[config.mk]
export PLATFORM = sky130hd
export DESIGN_NAME = fifo_burst_reader
export DESIGN_NICKNAME = d
export VERILOG_FILES = /design/src/rtl/fifo_burst_reader.sv
export SDC_FILE = /design/constraint.sdc
export NUM_CORES = 1
export LEC_CHECK = 0
export BUFFER_PORTS_ARGS = -buffer_cell sky130_fd_sc_hd__buf_2
export CORE_AREA = 2 2 118 120
export DETAILED_ROUTE_END_ITERATION = 10
export DIE_AREA = 0 0 120 122
export PLACE_DENSITY_LB_ADDON = 0.12
export SYNTH_ARGS = -nofsm -noshare
export SYNTH_HDL_FRONTEND = slang
export SYNTH_SLANG_ARGS = --single-unit
[constraint.sdc]
create_clock -name clk -period 2.1 [get_ports clk]
set_clock_uncertainty 0.15 [all_clocks]
set_input_delay 0.21 -clock clk [delete_from_list [all_inputs] [get_ports clk]]
set_output_delay 0.21 -clock clk [all_outputs]
set_load 0.005 [all_outputs]
[src/rtl/fifo_burst_reader.sv]
// -----------------------------------------------------------------------------
// fifo_burst_reader
//
// Drains a synchronous FIFO in bursts of BURST_LEN words onto a valid/ready
// stream framed with sop/eop. The FIFO has a one-cycle registered read
// latency. A two-entry output buffer absorbs that latency, so sink
// back-pressure never drops or repeats a word.
//
// Optional build macro:
//   FBR_TMO_EN - when defined, a partial burst of min(avail, BURST_LEN) words
//                is launched after TMO_CYC idle cycles with 0 < avail <
//                BURST_LEN. When undefined, only full bursts are launched.
//
// Ports:
//   clk             clock
//   rst_n           asynchronous active-low reset
//   fifo_rd_en      FIFO read request (never asserted while fifo_empty)
//   fifo_rd_data    FIFO read data, valid the cycle after a read
//   fifo_data_avail FIFO occupancy (P_N+1 bits, registered in the FIFO)
//   fifo_empty      FIFO empty flag (registered in the FIFO)
//   m_valid         stream word valid
//   m_ready         sink accepts the current word
//   m_data          stream word
//   m_sop           first word of a burst
//   m_eop           last word of a burst
//   busy            burst in progress (BURST or DRAIN)
// -----------------------------------------------------------------------------
module fifo_burst_reader #(
  parameter int F_WIDTH   = 32,
  parameter int F_DEPTH   = 9,
  parameter int P_N       = $clog2(F_DEPTH),
  parameter int BURST_LEN = 4,
  parameter int TMO_CYC   = 16
) (
  input  logic               clk,
  input  logic               rst_n,
  output logic               fifo_rd_en,
  input  logic [F_WIDTH-1:0] fifo_rd_data,
  input  logic [P_N:0]       fifo_data_avail,
  input  logic               fifo_empty,
  output logic               m_valid,
  input  logic               m_ready,
  output logic [F_WIDTH-1:0] m_data,
  output logic               m_sop,
  output logic               m_eop,
  output logic               busy
);

  localparam logic [1:0] IDLE  = 2'd0;
  localparam logic [1:0] BURST = 2'd1;
  localparam logic [1:0] DRAIN = 2'd2;

  localparam logic [P_N:0] BLEN_FULL = (P_N+1)'(BURST_LEN);
  localparam logic [P_N:0] ONE       = (P_N+1)'(1);

  if (BURST_LEN < 1 || BURST_LEN > F_DEPTH || TMO_CYC < 1) begin : g_bad_params
    $error("fifo_burst_reader: illegal BURST_LEN/TMO_CYC parameter value");
  end

  logic [1:0]         state;
  logic [P_N:0]       issued;
  logic [P_N:0]       blen;

  // Word requested last cycle, arriving on fifo_rd_data this cycle.
  logic               inflight;
  logic               inflight_sop;
  logic               inflight_eop;

  // Output buffer, entry 0 is the head.
  logic [F_WIDTH-1:0] buf_data [2];
  logic [1:0]         buf_sop;
  logic [1:0]         buf_eop;
  logic [1:0]         buf_cnt;

  logic [2:0]         occupancy;
  logic               head_bypass;
  logic               head_sop;
  logic               head_eop;
  logic               pop;
  logic               store;
  logic               pop_buf;
  logic               full_go;
  logic               tmo_go;

  // Words already buffered plus the one on its way from the FIFO. Reads are
  // only issued while this is below 2, so the buffer cannot overflow.
  assign occupancy  = {1'b0, buf_cnt} + {2'b00, inflight};
  assign fifo_rd_en = (state == BURST) && (issued < blen) && !fifo_empty &&
                      (occupancy < 3'd2);

  // With an empty buffer the arriving word is presented straight from the
  // FIFO data bus, which gives the one-cycle read-to-valid latency.
  assign head_bypass = (buf_cnt == 2'd0) && inflight;
  assign m_valid     = (buf_cnt != 2'd0) || inflight;
  assign m_data      = head_bypass ? fifo_rd_data : buf_data[0];
  assign head_sop    = head_bypass ? inflight_sop : buf_sop[0];
  assign head_eop    = head_bypass ? inflight_eop : buf_eop[0];
  assign m_sop       = m_valid && head_sop;
  assign m_eop       = m_valid && head_eop;
  assign busy        = (state != IDLE);

  assign pop     = m_valid && m_ready;
  // The arriving word is stored unless it was consumed directly via bypass.
  assign store   = inflight && !(pop && head_bypass);
  assign pop_buf = pop && (buf_cnt != 2'd0);

  assign full_go = (state == IDLE) && (fifo_data_avail >= BLEN_FULL);

`ifdef FBR_TMO_EN
  localparam int TW = $clog2(TMO_CYC + 1);
  localparam logic [TW-1:0] TMO_MAX = TW'(TMO_CYC);
  localparam logic [TW-1:0] TMO_ONE = TW'(1);

  logic [TW-1:0] tmo_cnt;
  logic          tmo_arm;

  assign tmo_arm = (state == IDLE) && (fifo_data_avail != '0) &&
                   (fifo_data_avail < BLEN_FULL);
  // A full burst takes priority; tmo_arm already excludes avail >= BURST_LEN.
  assign tmo_go  = tmo_arm && (tmo_cnt == TMO_MAX);

  always_ff @(posedge clk or negedge rst_n) begin
    if (!rst_n) begin
      tmo_cnt <= '0;
    end else if (tmo_arm && !tmo_go) begin
      if (tmo_cnt != TMO_MAX) begin
        tmo_cnt <= tmo_cnt + TMO_ONE;
      end
    end else begin
      tmo_cnt <= '0;
    end
  end
`else
  assign tmo_go = 1'b0;
`endif

  // Burst control FSM.
  always_ff @(posedge clk or negedge rst_n) begin
    if (!rst_n) begin
      state  <= IDLE;
      issued <= '0;
      blen   <= '0;
    end else begin
      case (state)
        IDLE: begin
          if (full_go) begin
            state  <= BURST;
            blen   <= BLEN_FULL;
            issued <= '0;
          end else if (tmo_go) begin
            // avail < BURST_LEN here, so avail is the min of the two.
            state  <= BURST;
            blen   <= fifo_data_avail;
            issued <= '0;
          end
        end
        BURST: begin
          if (fifo_rd_en) begin
            issued <= issued + ONE;
            if ((issued + ONE) == blen) begin
              state <= DRAIN;
            end
          end
        end
        DRAIN: begin
          if (pop && head_eop) begin
            state <= IDLE;
          end
        end
        default: state <= IDLE;
      endcase
    end
  end

  // Read pipeline: tag the word while its burst index is known.
  always_ff @(posedge clk or negedge rst_n) begin
    if (!rst_n) begin
      inflight     <= 1'b0;
      inflight_sop <= 1'b0;
      inflight_eop <= 1'b0;
    end else begin
      inflight     <= fifo_rd_en;
      inflight_sop <= fifo_rd_en && (issued == '0);
      inflight_eop <= fifo_rd_en && ((issued + ONE) == blen);
    end
  end

  // Output buffer. When a word arrives, buf_cnt is at most 1 because of
  // the read guard, so the store index is always 0 or 1.
  always_ff @(posedge clk or negedge rst_n) begin
    if (!rst_n) begin
      buf_cnt <= '0;
      buf_sop <= '0;
      buf_eop <= '0;
      for (int i = 0; i < 2; i++) begin
        buf_data[i] <= '0;
      end
    end else begin
      case ({store, pop_buf})
        2'b10: begin
          buf_data[buf_cnt[0]] <= fifo_rd_data;
          buf_sop[buf_cnt[0]]  <= inflight_sop;
          buf_eop[buf_cnt[0]]  <= inflight_eop;
          buf_cnt              <= buf_cnt + 2'd1;
        end
        2'b01: begin
          buf_data[0] <= buf_data[1];
          buf_sop[0]  <= buf_sop[1];
          buf_eop[0]  <= buf_eop[1];
          buf_cnt     <= buf_cnt - 2'd1;
        end
        2'b11: begin
          // Head popped and a new word arrives at once: buf_cnt stays at 1.
          buf_data[0] <= fifo_rd_data;
          buf_sop[0]  <= inflight_sop;
          buf_eop[0]  <= inflight_eop;
        end
        default: ;
      endcase
    end
  end

endmodule

==> out/results.ini, run 1 <==
[worst_setup_path]
crit_type = reg2out
cp_cell_sequence = or2_4, nor2_4, buf_12, clkbuf_16, mux2_2, buf_2
max_stage_delay_ns = 0.37
startpoint_type = flip-flop
endpoint_kind = primary output
arrival_ns = 1.84
worstPathRequired_ns = 1.74
crit_buf_inv = 3
critPathTopFamily = buffers and inverters
crit_path_max_fanout = 7
crit_slowest_cell = dfrtp_1

[detailed_routing]
first_iter_violations = 153
wl_um = 12000
ant_nets = 0
routedWlPerCell_um = 18.0
drc = 0
route.met2.wl_um = 5990
wl_met3_um = 352
dr.pass1.iters = 4
vias_per_cell = 5.03
drt-met1-wl_um = 5510
top_layer = met4
vias = 3343

[global_routing]
gr-usage-all-layers_pct = 17.5
grt_pass1_vias = 3579
antenna_found_initial = 0
grt_max_degree = 37
overflow = 0
grt_pass1_wl_um = 19600

[power_and_ir_drop]
p_sw_w = 0.00318
p_int_w = 0.00586
seqPwrFrac_pct = 29.7
ir_worst_vdd_mv = 0.544
p_leak_nw = 2.48
powerDensity_nw_per_um2 = 1490
p_sw_share_pct = 35.2
clkPwrFrac_pct = 17.1
p_comb_share_pct = 53.2

[synth]
synth_async_sr_flop_share_pct = 100
yosysUniqueCellTypes = 39
syn-num-nets = 414
synth.avg_cell_area_um2 = 12.3
synth_top_family_by_area = compound AO/OA/AOI/OAI gates
synth_cells = 371
muxShareOfSynthArea_pct = 17.0
synth-simple-area-share_pct = 11.8
synth_xor_area_share_pct = 0
yosys_warnings = 0
yosys.area_share.adder_pct = 0.550
synth_compound_area_share_pct = 20.2
ys.flop_type = dfrtp_1
ys_seq_area_share_pct = 44.6
ys_ff_latch = 81
netlist_area_um2 = 4550
synth_edf_count = 0

[run_status]
status = finished with violations
violations = setup timing

[min_path]
hold_class = in2reg

[die]
io_pins = 78
rows = 43
fp.dieH_um = 122
start_util_pct = 33.7
die_w_um = 120
core_area_um2 = 13500
fp.dieArea_um2 = 14600

[clock_network]
clk_pin_slew_ns = 0.06
clock-sinks = 81
root_buffer = clkbuf_16
clock_latency_ns = 0.33
cts_buffers = 9
clockBufferDepth = 2
htreeDepth = 3
cts_tree = done

[cells_and_area]
layout-drive-gt1-share_pct = 47.0
final_area_um2 = 6090
layout.nets = 523
mostFrequentLayoutCell = dfrtp_1
syn_to_final_growth_pct = 33.9
diodes = 0
final_cell_mix = 81 x dfrtp_1, 51 x buf_2, 43 x mux2_2, 38 x o21ai_0, 35 x nor3_1
fin_cells = 665
utilization_pct = 45.1

[sta]
drv_slew = 0
hold_violations = 0
rsz0062_at_grt = true
max_freq_mhz = 455
layout_min_cycle_time_ns = 2.20
setup-violations-final = 32
maxSlewHeadroom_pct = 67.8
whs_ns = 0.00854
finalCritPeriodShare_pct = 105
fin_ws_ns = -0.100
tightest_slew_ns = 0.483

[placement]
pre_cts_ws_ns = 0.191
numPortBuffers = 75
place_congestion = 0.693
dp.cells = 613
dpl_cell_area_um2 = 5140
dpl.hpwl_um = 7030

[job]
max-cap-violations = 0

## area by class of cell
| cell class | count | area, um^2 |
|---|---|---|
| inverters | 5 | 18.8 |
| flip-flops and latches | 81 | 2030 |
| clock inverters | 2 | 10.0 |
| clock buffers | 14 | 284 |
| fillers | 1308 | 7410 |
| repair buffers | 133 | 1140 |
| multi-input cells | 250 | 2380 |
| well taps | 180 | 225 |
## synthesized netlist by cell type, types with 2 or more instances
library cell	instances	area, um^2
a31oi_4	30	638
inv_1	5	18.8
nand2b_1	2	12.5
nor3_1	35	175
buf_6	6	67.6
a31oi_1	4	25.0
ha_1	2	25.0
buf_12	3	60.1
or2_2	3	18.8
clkbuf_1	13	48.8
and3_1	2	12.5
o21ai_0	39	195
a211oi_1	2	15.0
and2_1	2	12.5
nand2_1	3	11.3
nor2_1	2	7.51
nand3_1	34	170
dfrtp_1	81	2030
mux2i_1	3	30.0
buf_2	9	45.0
buf_4	3	22.5
mux2_2	65	732
nor2b_1	2	12.5
or2_1	2	12.5
a21oi_1	3	15.0
o21a_1	3	22.5
## stage by stage
stage / total power (W) / TNS, ns
3_3_place_gp: 0.00662 / 0
5_1_grt: 0.00968 / -3.92
4_1_cts: 0.00890 / -4.02
2_1_floorplan: 0.00561 / 0
3_5_place_dp: 0.00671 / 0
6_report: 0.00904 / -1.87
## cell families (layout without fill, tap and decap cells)
family,after synthesis,count (layout)
AND/OR/NAND/NOR,97,97
AO/OA/AOI/OAI,82,82
flip-flops,81,81
multiplexers,69,69
buffers and inverters,40,154
adder cells (fa/ha/maj),2,2
## power by group through the flow
stage,combinational [W],sequential (W),clock [W]
floorplan,0.00304,0.00257,0
global placement,0.00395,0.00267,0
detailed placement,0.00400,0.00271,0
CTS,0.00462,0.00269,0.00159
global route,0.00522,0.00279,0.00166
finish,0.00481,0.00269,0.00155
## sequential cells by signal, indices dropped and copies added (netlist names)
| register | cells |
|---|---|
| buf_sop | 2 |
| inflight_eop | 1 |
| buf_cnt | 2 |
| blen | 1 |
| inflight_sop | 1 |
| issued | 5 |
| inflight | 1 |
| state | 2 |
| buf_eop | 2 |
| buf_data | 64 |
## worst paths after layout
kind / startpoint / endpoint / slack, ns / cells after the start
max: buf_cnt[1] / m_data[22] / -0.10 / 6
max reg2reg: buf_cnt[0] / buf_data[42] / 0.32 / 5
min reg2reg: blen[2] / blen[2] / 0.31 / 1
max in group asynchronous: rst_n / buf_data[33] / 0.98 / 3
min: fifo_rd_data[7] / buf_data[7] / 0.009 / 2
min in group asynchronous: rst_n / buf_data[18] / 0.23 / 2
## metal layers
metal	global-route usage, %	up-vias
li1	-	1586
met1	23.4	1690
met2	29.3	58
met3	2.57	9
met4	5.44	0
met5	0	-
## timing repair
action	4_1_cts	5_1_grt
cloned	2	1
setup endpoints to repair	34	35
setup buffers	3	1
pin swaps	1	1
hold buffers	31	0
gates resized for setup	36	25
endpoints found under the hold margin	61	0
Note: power is estimated with default switching activity, not from simulation.
==> inputs of run 2 (changes only) <==
==> config.mk (replaced) <==
export PLATFORM = sky130hd
export DESIGN_NAME = fifo_burst_reader
export DESIGN_NICKNAME = d
export VERILOG_FILES = /design/src/rtl/fifo_burst_reader.sv
export SDC_FILE = /design/constraint.sdc
export NUM_CORES = 1
export LEC_CHECK = 0
export CORE_AREA = 2 2 118 120
export DETAILED_ROUTE_END_ITERATION = 10
export DIE_AREA = 0 0 120 122
export DONT_BUFFER_PORTS = 1
export SYNTH_ARGS = -nofsm -noshare
export SYNTH_HDL_FRONTEND = slang
export SYNTH_SLANG_ARGS = --single-unit
==> run 2 against run 1 <==
The flow finishes with violations (hold timing); clock power shrank 6%; register-to-register slack about the same; via count shrank 6.4%; critical path depth decreased by 1; non-clock buffer count is 78 lower; total power fell by 13%; maximum frequency up 5.1%; die area unchanged; setup slack improved by 0.11 ns; final cell count fell by 12%; wire length fell by 10%; critical path type unchanged; critical endpoint is now m_data[5].
==> out/results.ini, run 2 (synthesis results as in run 1) <==
[run_status]
status = finished with violations  ; unchanged
violations = hold timing  ; was setup timing

[power_and_ir_drop]
powerDensity_nw_per_um2 = 1460  ; was 1490 nW/um^2
ir_worst_vdd_mv = 0.523  ; was 0.544 mV
p_leak_nw = 2.04  ; was 2.48 nW

[cells_and_area]
mostFrequentLayoutCell = dfrtp_1  ; unchanged
diodes = 0  ; unchanged
top_regs = buf_data: 64 flops, issued: 5 flops  ; unchanged
syn_to_final_growth_pct = 19.3  ; was 33.9%
final_cell_mix = 80 x dfrtp_1, 56 x mux2_2, 38 x o21ai_0, 35 x nor3_1  ; was 81 x dfrtp_1, 51 x buf_2, 43 x mux2_2, 38 x o21ai_0, 35 x nor3_1
largest_register_ffs = 64  ; unchanged
utilization_pct = 40.2  ; was 45.1%
layout-drive-gt1-share_pct = 35.9  ; was 47.0%
top_register = buf_data  ; unchanged
layout.nets = 446  ; was 523
fin_cells = 587  ; was 665

[placement]
dp.cells = 533  ; was 613
place_congestion = 0.707  ; was 0.693
dpl.hpwl_um = 6390  ; was 7030 um
numPortBuffers = 0  ; was 75

[worst_setup_path]
worstPathRequired_ns = 1.74  ; about the same
crit_end = m_data[5]  ; was m_data[22]
regToRegStartpoint = buf_cnt[0]  ; unchanged
rr_worst_depth = 4  ; was 5
r2r-end = buf_data[37]  ; was buf_data[42]
r2r_slack_ns = 0.32  ; about the same
crit_path_max_fanout = 9  ; was 7
endpoint_kind = primary output  ; unchanged
startpoint_type = flip-flop  ; unchanged
arrival_ns = 1.73  ; was 1.84 ns
startpoint = buf_cnt[1]  ; unchanged
crit_type = reg2out  ; unchanged

[die]
io_pins = 78  ; unchanged
core_area_um2 = 13500  ; unchanged
fp.dieH_um = 122  ; unchanged
rows = 43  ; unchanged
die_w_um = 120  ; unchanged
start_util_pct = 33.7  ; unchanged
fp.dieArea_um2 = 14600  ; unchanged

[job]
max-cap-violations = 0  ; unchanged

[sta]
maxSlewHeadroom_pct = 63.3  ; was 67.8%
layout_min_cycle_time_ns = 2.09  ; was 2.20 ns
rsz0062_at_grt = true  ; unchanged
finalCritPeriodShare_pct = 99.7  ; was 105%
hold_violations = 81  ; was 0
max_freq_mhz = 478  ; was 455 MHz
tightest_slew_ns = 0.551  ; was 0.483 ns
drv_slew = 0  ; unchanged
setup-violations-final = 0  ; was 32
whs_ns = -0.599  ; was 0.00854 ns

[clock_network]
cts_tree = done  ; unchanged
clk_pin_slew_ns = 0.06  ; about the same
clock-sinks = 81  ; unchanged
htreeDepth = 3  ; unchanged
ctsHoldBuffers = 34  ; was 31
root_buffer = clkbuf_16  ; unchanged
cts_buffers = 9  ; unchanged
clockBufferDepth = 2  ; unchanged
clock_latency_ns = 0.34  ; was 0.33 ns

[detailed_routing]
vias = 3130  ; was 3343
drc = 0  ; unchanged
wl_um = 10800  ; was 12000 um
vias_per_cell = 5.33  ; was 5.03
routedWlPerCell_um = 18.4  ; was 18.0 um
dr.pass1.iters = 4  ; unchanged
ant_nets = 0  ; unchanged
first_iter_violations = 169  ; was 153

[global_routing]
overflow = 0  ; unchanged
gr-usage-all-layers_pct = 15.1  ; was 17.5%
antenna_found_initial = 0  ; unchanged
grt_pass1_wl_um = 16900  ; was 19600 um
grt_pass1_vias = 3252  ; was 3579
grt_max_degree = 82  ; was 37

[min_path]
hold_class = in2async  ; was in2reg

-- run 2: area by class of cell --
type	instances	area [um^2]
fill	1265	8080
multi-input combinational	251	2320
sequential	81	2030
timing repair buffer	55	559
clock buffer	10	239
tap	180	225
clock inverter	5	32.5
inverter	5	18.8
-- run 2: how the worst min path moves through the flow --
stage,slack [ns],startpoint,endpoint,cells after the start
floorplan,-0.24,rst_n,blen[2],0
global placement,-0.23,rst_n,buf_data[57],0
detailed placement,-0.23,rst_n,buf_data[57],0
CTS,-0.61,rst_n,buf_data[57],0
global route,-0.62,rst_n,buf_data[57],0
finish,-0.60,rst_n,buf_data[57],0
-- run 2: through the flow --
step | hold WS (ns) | power, W | area (um^2) | worst slack (ns) | setup TNS (ns)
2_1_floorplan | -0.236 | 0.00561 | 4550 | 0.222 | 0
3_3_place_gp | -0.234 | 0.00602 | 4680 | 0.142 | 0
3_5_place_dp | -0.234 | 0.00616 | 4680 | 0.0784 | 0
4_1_cts | -0.612 | 0.00787 | 5380 | -0.0100 | -0.0268
5_1_grt | -0.618 | 0.00840 | 5430 | -0.0533 | -1.06
6_report | -0.599 | 0.00791 | 5430 | 0.00649 | 0
-- run 2: routing by layer --
metal  global-route usage, %  share of wire, %  vias to the layer above
li1                        -                 -                     1440
met1                    17.8                41                     1576
met2                    25.7                51                       96
met3                    3.32               4.7                       18
met4                    8.09               2.4                        0
met5                       0                 0                        -
-- run 2: critical path, stage by stage, from the launching register on --
cell and delay (ns):
dfrtp_1 0.38, or2_4 0.27, nor2_4 0.12, buf_12 0.13, buf_12 0.13, mux2_2 0.35
-- run 2: timing repair --
item,CTS,global route
pin swaps,2,2
hold endpoints to repair,149,81
endpoints found under the setup margin,33,65
gates resized for setup,9,12
cloned,1,1
buffers inserted,3,0
-- run 2: power breakdown --
part	internal [W]	total, W	switching [W]
clock network	0.000824	0.00146	0.000641
logic	0.00186	0.00376	0.00190
registers	0.00229	0.00269	0.000391
total	0.00498	0.00791	0.00293
